**config.mk**
```make
export PLATFORM = sky130hd
export DESIGN_NAME = seg7_scan_driver
export DESIGN_NICKNAME = d
export VERILOG_FILES = /design/src/rtl/seg7_pkg.sv /design/src/rtl/bcd_to_seg7.sv /design/src/rtl/seg7_scan_driver.sv
export SDC_FILE = /design/constraint.sdc
export NUM_CORES = 1
export LEC_CHECK = 0
export ABC_AREA = 1
export BUFFER_PORTS_ARGS = -buffer_cell sky130_fd_sc_hd__buf_2
export CELL_PAD_IN_SITES_DETAIL_PLACEMENT = 0
export CELL_PAD_IN_SITES_GLOBAL_PLACEMENT = 1
export CORE_MARGIN = 1.5
export CORE_UTILIZATION = 42
export DETAILED_ROUTE_END_ITERATION = 7
export PLACE_DENSITY_LB_ADDON = 0.1
export SETUP_SLACK_MARGIN = 0.15
export SLEW_MARGIN = 25
export SYNTH_ARGS = -nofsm -noshare
export SYNTH_HDL_FRONTEND = slang
export SYNTH_HIERARCHICAL = 1
export SYNTH_SLANG_ARGS = --single-unit
```
**constraint.sdc**
```tcl
create_clock -name clk -period 2.3 [get_ports clk]
set_input_delay 0.46 -clock clk [delete_from_list [all_inputs] [get_ports clk]]
set_output_delay 0.46 -clock clk [all_outputs]
set_load 0.05 [all_outputs]
```
**src/rtl/seg7_pkg.sv**
```systemverilog
// Shared constants for the 7-segment display path.
// Segment patterns are active-high, bit 0 = a .. bit 6 = g.
// clog2 sizes counters and slot indices (never returns less than 1).
package seg7_pkg;

  localparam logic [6:0] SEG_0    = 7'h3F;
  localparam logic [6:0] SEG_1    = 7'h06;
  localparam logic [6:0] SEG_2    = 7'h5B;
  localparam logic [6:0] SEG_3    = 7'h4F;
  localparam logic [6:0] SEG_4    = 7'h66;
  localparam logic [6:0] SEG_5    = 7'h6D;
  localparam logic [6:0] SEG_6    = 7'h7D;
  localparam logic [6:0] SEG_7    = 7'h07;
  localparam logic [6:0] SEG_8    = 7'h7F;
  localparam logic [6:0] SEG_9    = 7'h6F;
  localparam logic [6:0] SEG_DASH = 7'h40;
  localparam logic [6:0] SEG_OFF  = 7'h00;

  function automatic int unsigned clog2(input int unsigned v);
    int unsigned r;
    r = 1;
    for (int unsigned i = 1; i < 32; i++) begin
      if ((32'd1 << i) < v) r = i + 1;
    end
    return r;
  endfunction

endpackage

```
**src/rtl/bcd_to_seg7.sv**
```systemverilog
// Combinational BCD to 7-segment decoder, active-high output.
//   bcd : 4-bit code; 0-9 decode to digits, 10-15 show a dash
//   seg : segments, bit 0 = a .. bit 6 = g
module bcd_to_seg7
  import seg7_pkg::*;
(
  input  logic [3:0] bcd,
  output logic [6:0] seg
);

  always_comb begin
    seg = SEG_DASH;
    case (bcd)
      4'd0: seg = SEG_0;
      4'd1: seg = SEG_1;
      4'd2: seg = SEG_2;
      4'd3: seg = SEG_3;
      4'd4: seg = SEG_4;
      4'd5: seg = SEG_5;
      4'd6: seg = SEG_6;
      4'd7: seg = SEG_7;
      4'd8: seg = SEG_8;
      4'd9: seg = SEG_9;
      default: seg = SEG_DASH;
    endcase
  end

endmodule

```
**src/rtl/seg7_scan_driver.sv**
```systemverilog
// Multiplexed 7-segment scan driver for a chain of BCD counter digits.
//   clk, rst_n  : clock, synchronous active-low reset
//   en          : scan enable; 0 blanks the display and freezes the scan
//   latch       : capture bcd_in into the shadow register
//   bcd_in      : DIGITS BCD digits, digit 0 in [3:0]
//   sup_in      : carry pulse, lights dp on digit 0 for FLAG_HOLD frames
//   inf_in      : borrow pulse, lights dp on digit DIGITS-1 for FLAG_HOLD frames
//   blank_lz    : suppress leading zeros (digit 0 always shown)
//   seg, dp, an : registered display outputs, polarity set by parameters
//   frame_tick  : one-cycle pulse when the slot wraps back to digit 0
module seg7_scan_driver
  import seg7_pkg::*;
#(
  parameter int unsigned DIGITS         = 4,
  parameter int unsigned PRESCALE       = 1000,
  parameter int unsigned FLAG_HOLD      = 64,
  parameter int unsigned SEG_ACTIVE_LOW = 1,
  parameter int unsigned AN_ACTIVE_LOW  = 1
) (
  input  logic                  clk,
  input  logic                  rst_n,
  input  logic                  en,
  input  logic                  latch,
  input  logic [4*DIGITS-1:0]   bcd_in,
  input  logic                  sup_in,
  input  logic                  inf_in,
  input  logic                  blank_lz,
  output logic [6:0]            seg,
  output logic                  dp,
  output logic [DIGITS-1:0]     an,
  output logic                  frame_tick
);

  localparam int unsigned SW = clog2(DIGITS);
  localparam int unsigned PW = clog2(PRESCALE);
  localparam int unsigned HW = clog2(FLAG_HOLD + 1);

  localparam logic [6:0]        SEG_INV = (SEG_ACTIVE_LOW != 0) ? 7'h7F : 7'h00;
  localparam logic [DIGITS-1:0] AN_INV  = (AN_ACTIVE_LOW != 0) ? '1 : '0;

  logic [4*DIGITS-1:0] shadow;
  logic [PW-1:0]       presc;
  logic [SW-1:0]       slot;
  logic                ovf, udf;
  logic [HW-1:0]       ovf_hold, udf_hold;

  logic [DIGITS-1:0]   lz;
  logic [3:0]          digit;
  logic [6:0]          seg_dec;
  logic                blank;
  logic [DIGITS-1:0]   an_hot;
  logic                dp_hi;

  // lz[i] = digits i..DIGITS-1 are all zero
  always_comb begin
    lz = '0;
    lz[DIGITS-1] = (shadow[4*DIGITS-1 -: 4] == 4'd0);
    for (int unsigned k = 1; k < DIGITS; k++) begin
      lz[DIGITS-1-k] = lz[DIGITS-k] && (shadow[4*(DIGITS-1-k) +: 4] == 4'd0);
    end
  end

  always_comb begin
    digit  = shadow[{slot, 2'b00} +: 4];
    blank  = blank_lz && (slot != '0) && lz[slot];
    an_hot = DIGITS'(1) << slot;
    dp_hi  = ((slot == '0) && ovf) || ((slot == SW'(DIGITS-1)) && udf);
  end

  bcd_to_seg7 u_dec (
    .bcd (digit),
    .seg (seg_dec)
  );

  always_ff @(posedge clk) begin
    if (!rst_n) begin
      shadow     <= '0;
      presc      <= '0;
      slot       <= '0;
      frame_tick <= 1'b0;
      ovf        <= 1'b0;
      udf        <= 1'b0;
      ovf_hold   <= '0;
      udf_hold   <= '0;
      seg        <= SEG_OFF ^ SEG_INV;
      dp         <= SEG_INV[0];
      an         <= AN_INV;
    end else begin
      if (latch) shadow <= bcd_in;

      frame_tick <= 1'b0;
      if (en) begin
        if (presc == PW'(PRESCALE-1)) begin
          presc <= '0;
          if (slot == SW'(DIGITS-1)) begin
            slot       <= '0;
            frame_tick <= 1'b1;
          end else begin
            slot <= slot + SW'(1);
          end
        end else begin
          presc <= presc + PW'(1);
        end
      end

      // Hold counters count frame_tick pulses; a fresh pulse reloads and
      // takes priority over a coincident decrement.
      if (sup_in) begin
        ovf_hold <= HW'(FLAG_HOLD);
        ovf      <= 1'b1;
      end else if (frame_tick && (ovf_hold != '0)) begin
        ovf_hold <= ovf_hold - HW'(1);
        if (ovf_hold == HW'(1)) ovf <= 1'b0;
      end

      if (inf_in) begin
        udf_hold <= HW'(FLAG_HOLD);
        udf      <= 1'b1;
      end else if (frame_tick && (udf_hold != '0)) begin
        udf_hold <= udf_hold - HW'(1);
        if (udf_hold == HW'(1)) udf <= 1'b0;
      end

      if (en) begin
        seg <= (blank ? SEG_OFF : seg_dec) ^ SEG_INV;
        an  <= (blank ? '0 : an_hot) ^ AN_INV;
        dp  <= dp_hi ^ SEG_INV[0];
      end else begin
        seg <= SEG_OFF ^ SEG_INV;
        an  <= AN_INV;
        dp  <= SEG_INV[0];
      end
    end
  end

endmodule

```
==> impl_metrics.json <==
{
  "fin_crit_sh_pct": 82.39,
  "p_clk_share_pct": 39.4,
  "synthTopCellsByCount": "nand2_1 (77), nor2_1 (71), dfxtp_1 (57)",
  "peakVddDrop_uv": 271.9,
  "power_frac_seq_pct": 50.3,
  "avgSynthCellArea_sq_um": 7.222,
  "dp_hpwl_um": 4399,
  "io_buffers": 35,
  "synth_cell_type_count": 33,
  "drv_slew": 0,
  "placementRows": 30,
  "grt_pass1_vias": 2365,
  "ys_async_sr_fraction_pct": 0,
  "fin_util_pct": 49.43,
  "tightest_slew_ps": 454.7,
  "drv_cap": 0,
  "fmax_mhz": 527.7,
  "setup_viol_count_final": 0,
  "status": "completed",
  "cp.required_ps": 2510,
  "wl_met1_um": 2974,
  "p_int_mw": 1.542,
  "worstSkewPairLatency_ps": 330,
  "drive_above_1_share_pct": 19.15,
  "nFillCells": 711,
  "rsz0062_at_grt": "false",
  "grt_max_degree": 25,
  "critical_path.top_delay_family": "compound AO/OA/AOI/OAI gates",
  "path_class": "reg -> reg",
  "worstSetupEndpointType": "register",
  "leakagePower_nw": 1.542,
  "die_width_um": 86.24,
  "synth.area.top_cells": "dfxtp_1 (39%), nand2_1 (9.9%), nor2_1 (9.2%)",
  "min_path_type": "in -> reg",
  "synthFlopType": "dfxtp_1",
  "dieArea_sq_um": 7437,
  "vias_per_cell": 4.696,
  "synth_warnings": 6,
  "core_sq_um": 6756,
  "cts_root_buf": "clkbuf_8",
  "drc_errors": 0,
  "cts_sinks": 57,
  "swShare_pct": 26.10,
  "drtIter0Drc": 76,
  "diodes": 0,
  "placed_area_sq_um": 3166,
  "critPathLaunchType": "register",
  "critical_path.max_stage_delay_ps": 340,
  "routed.top_layer": "met4",
  "skew_ps": 9.789,
  "firstDrtPassIters": 4,
  "period_minus_slack_ps": 1895,
  "seq_area_frac_synth_pct": 39.21,
  "cts_buffer_depth": 2,
  "wl_per_cell_um": 11.10,
  "vias": 2484,
  "yosysMostFrequentCell": "nand2_1",
  "syn_area_sq_um": 2910,
  "routed-wl-met2_um": 2626,
  "overflow": 0,
  "h-tree-depth": 3,
  "synthCells": 403,
  "p_switching_mw": 0.5444,
  "cts_tree": "yes",
  "cpMostUsedCell": "nand2_1",
  "synth_top_area_share_pct": 39.21,
  "postCtsSetupBuffers": 0,
  "clkTransAtPathRegs_ps": 70,
  "tns_ps": 0,
  "final_area_sq_um": 3339,
  "drt-total-wl_um": 5871,
  "hold_viol": 0,
  "place.gp.congestion": 0.7644,
  "path_cells": "buf_4 > o21ai_0 > o22ai_1 > inv_2 > ha_1 > nand2_1 > nand2_1 > nand2_1 > nand2_1 > inv_1 > nor2_1 > nand2_1",
  "synth_edf_count": 0,
  "syn2layout_area_growth_pct": 14.75,
  "final_nets": 485,
  "synth_seq_cells": 57,
  "start_util_pct": 43.07,
  "yosysTopAreaCell": "dfxtp_1",
  "combPwrFrac_pct": 10.3,
  "cts-buffers-inserted": 9,
  "synth_fp_nets": 444,
  "p_per_area_nw_per_um2": 624.7,
  "cp_slowest_cell": "dfxtp_1",
  "ant_nets": 0,
  "arrival_ps": 2100,
  "io_pins": 36,
  "worstPathMaxFanout": 9,
  "path_buf_inv": 3,
  "grt_pass1_wl_um": 10450,
  "max_slew_margin_pct": 69.37,
  "antenna_found_initial": 0,
  "met3WireLength_um": 192,
  "die_y_um": 86.24,
  "grtUsageTotal_pct": 17.73
}
[repair_timing]
action | CTS | global route
setup endpoints to repair | 0 | 4
hold buffers | 0 | 0
gates resized for setup | 0 | 2
[final cells by class]
class	count	area, sq um	area share (%)
sequential	57	1141	34.17
multi-input combinational	285	1529	45.79
clock buffer	13	158.9	4.758
timing repair buffer	37	190.2	5.695
tap	80	100.1	2.997
inverter	54	205.2	6.145
clock inverter	3	15.01	0.4496
[registers in the layout, summed over array words and instances (netlist names), 2 cells and up]
signal	flops
presc	10
ovf_hold	7
an	4
udf_hold	7
slot	2
seg	7
shadow	16
[layout by cell type (no fill, tap or decap), drive strengths merged]
cell type / instances
nand2: 87
nor2: 77
dfxtp: 57
inv: 53
buf: 37
o21ai: 35
a21oi: 21
nand3: 19
ha: 18
clkbuf: 13
nor3: 7
nand4: 6
xnor2: 5
clkinv: 4
xor2: 3
o22ai: 2
a32oi: 1
nor4: 1
nor3b: 1
nand3b: 1
o211ai: 1
[routing by layer]
layer  track usage [%]  up-vias
li1                  -     1362
met1             22.41     1080
met2             29.28       35
met3             4.762        7
met4             6.158        0
met5                 0        -
[cells by family after synthesis]
kind of cell	count (synthesis)	synth area share, %
adders and majority gates	18	7.739
and+or+nand+nor	199	31.77
DFF	57	39.21
buffers and inverters	61	8.254
xor gates and xnor gates	8	2.408
AOI/OAI and AO/OA	60	10.62
[final timing paths]
check	from	endpoint	depth (start not counted)	slack, ps
worst max register to register	slot[0]	seg[3]	12	400
worst min-delay path	bcd_in[14]	shadow[14]	3	350
worst min register to register	udf	dp	1	450
worst max-delay path	slot[0]	seg[3]	12	400
[worst min-delay path, cell delays in order]
cell    delay (ps)
buf_2           80
nor2_1          30
nor2_1          80
[power groups by stage]
| stage | Clock (mW) | Combinational (mW) | Sequential [mW] |
|---|---|---|---|
| 6_report | 0.822 | 0.215 | 1.05 |
| 5_1_grt | 0.906 | 0.249 | 1.05 |
| 4_1_cts | 0.859 | 0.218 | 1.05 |
| 3_5_place_dp | 0 | 0.217 | 1.07 |
| 3_3_place_gp | 0 | 0.216 | 1.07 |
| 2_1_floorplan | 0 | 0.129 | 1.10 |
[metrics by stage]
stage | power [mW] | cells | worst slack (ps) | hold WS, ps
detailed placement | 1.289 | 513 | 289.0 | 440.0
global placement | 1.287 | 513 | 358.9 | 447.7
CTS | 2.127 | 529 | 275.6 | 334.7
floorplan | 1.226 | 403 | 324.8 | 399.0
global route | 2.208 | 529 | 187.7 | 343.4
finish | 2.086 | 529 | 405.0 | 350.6
(Power assumes the default switching activity.)
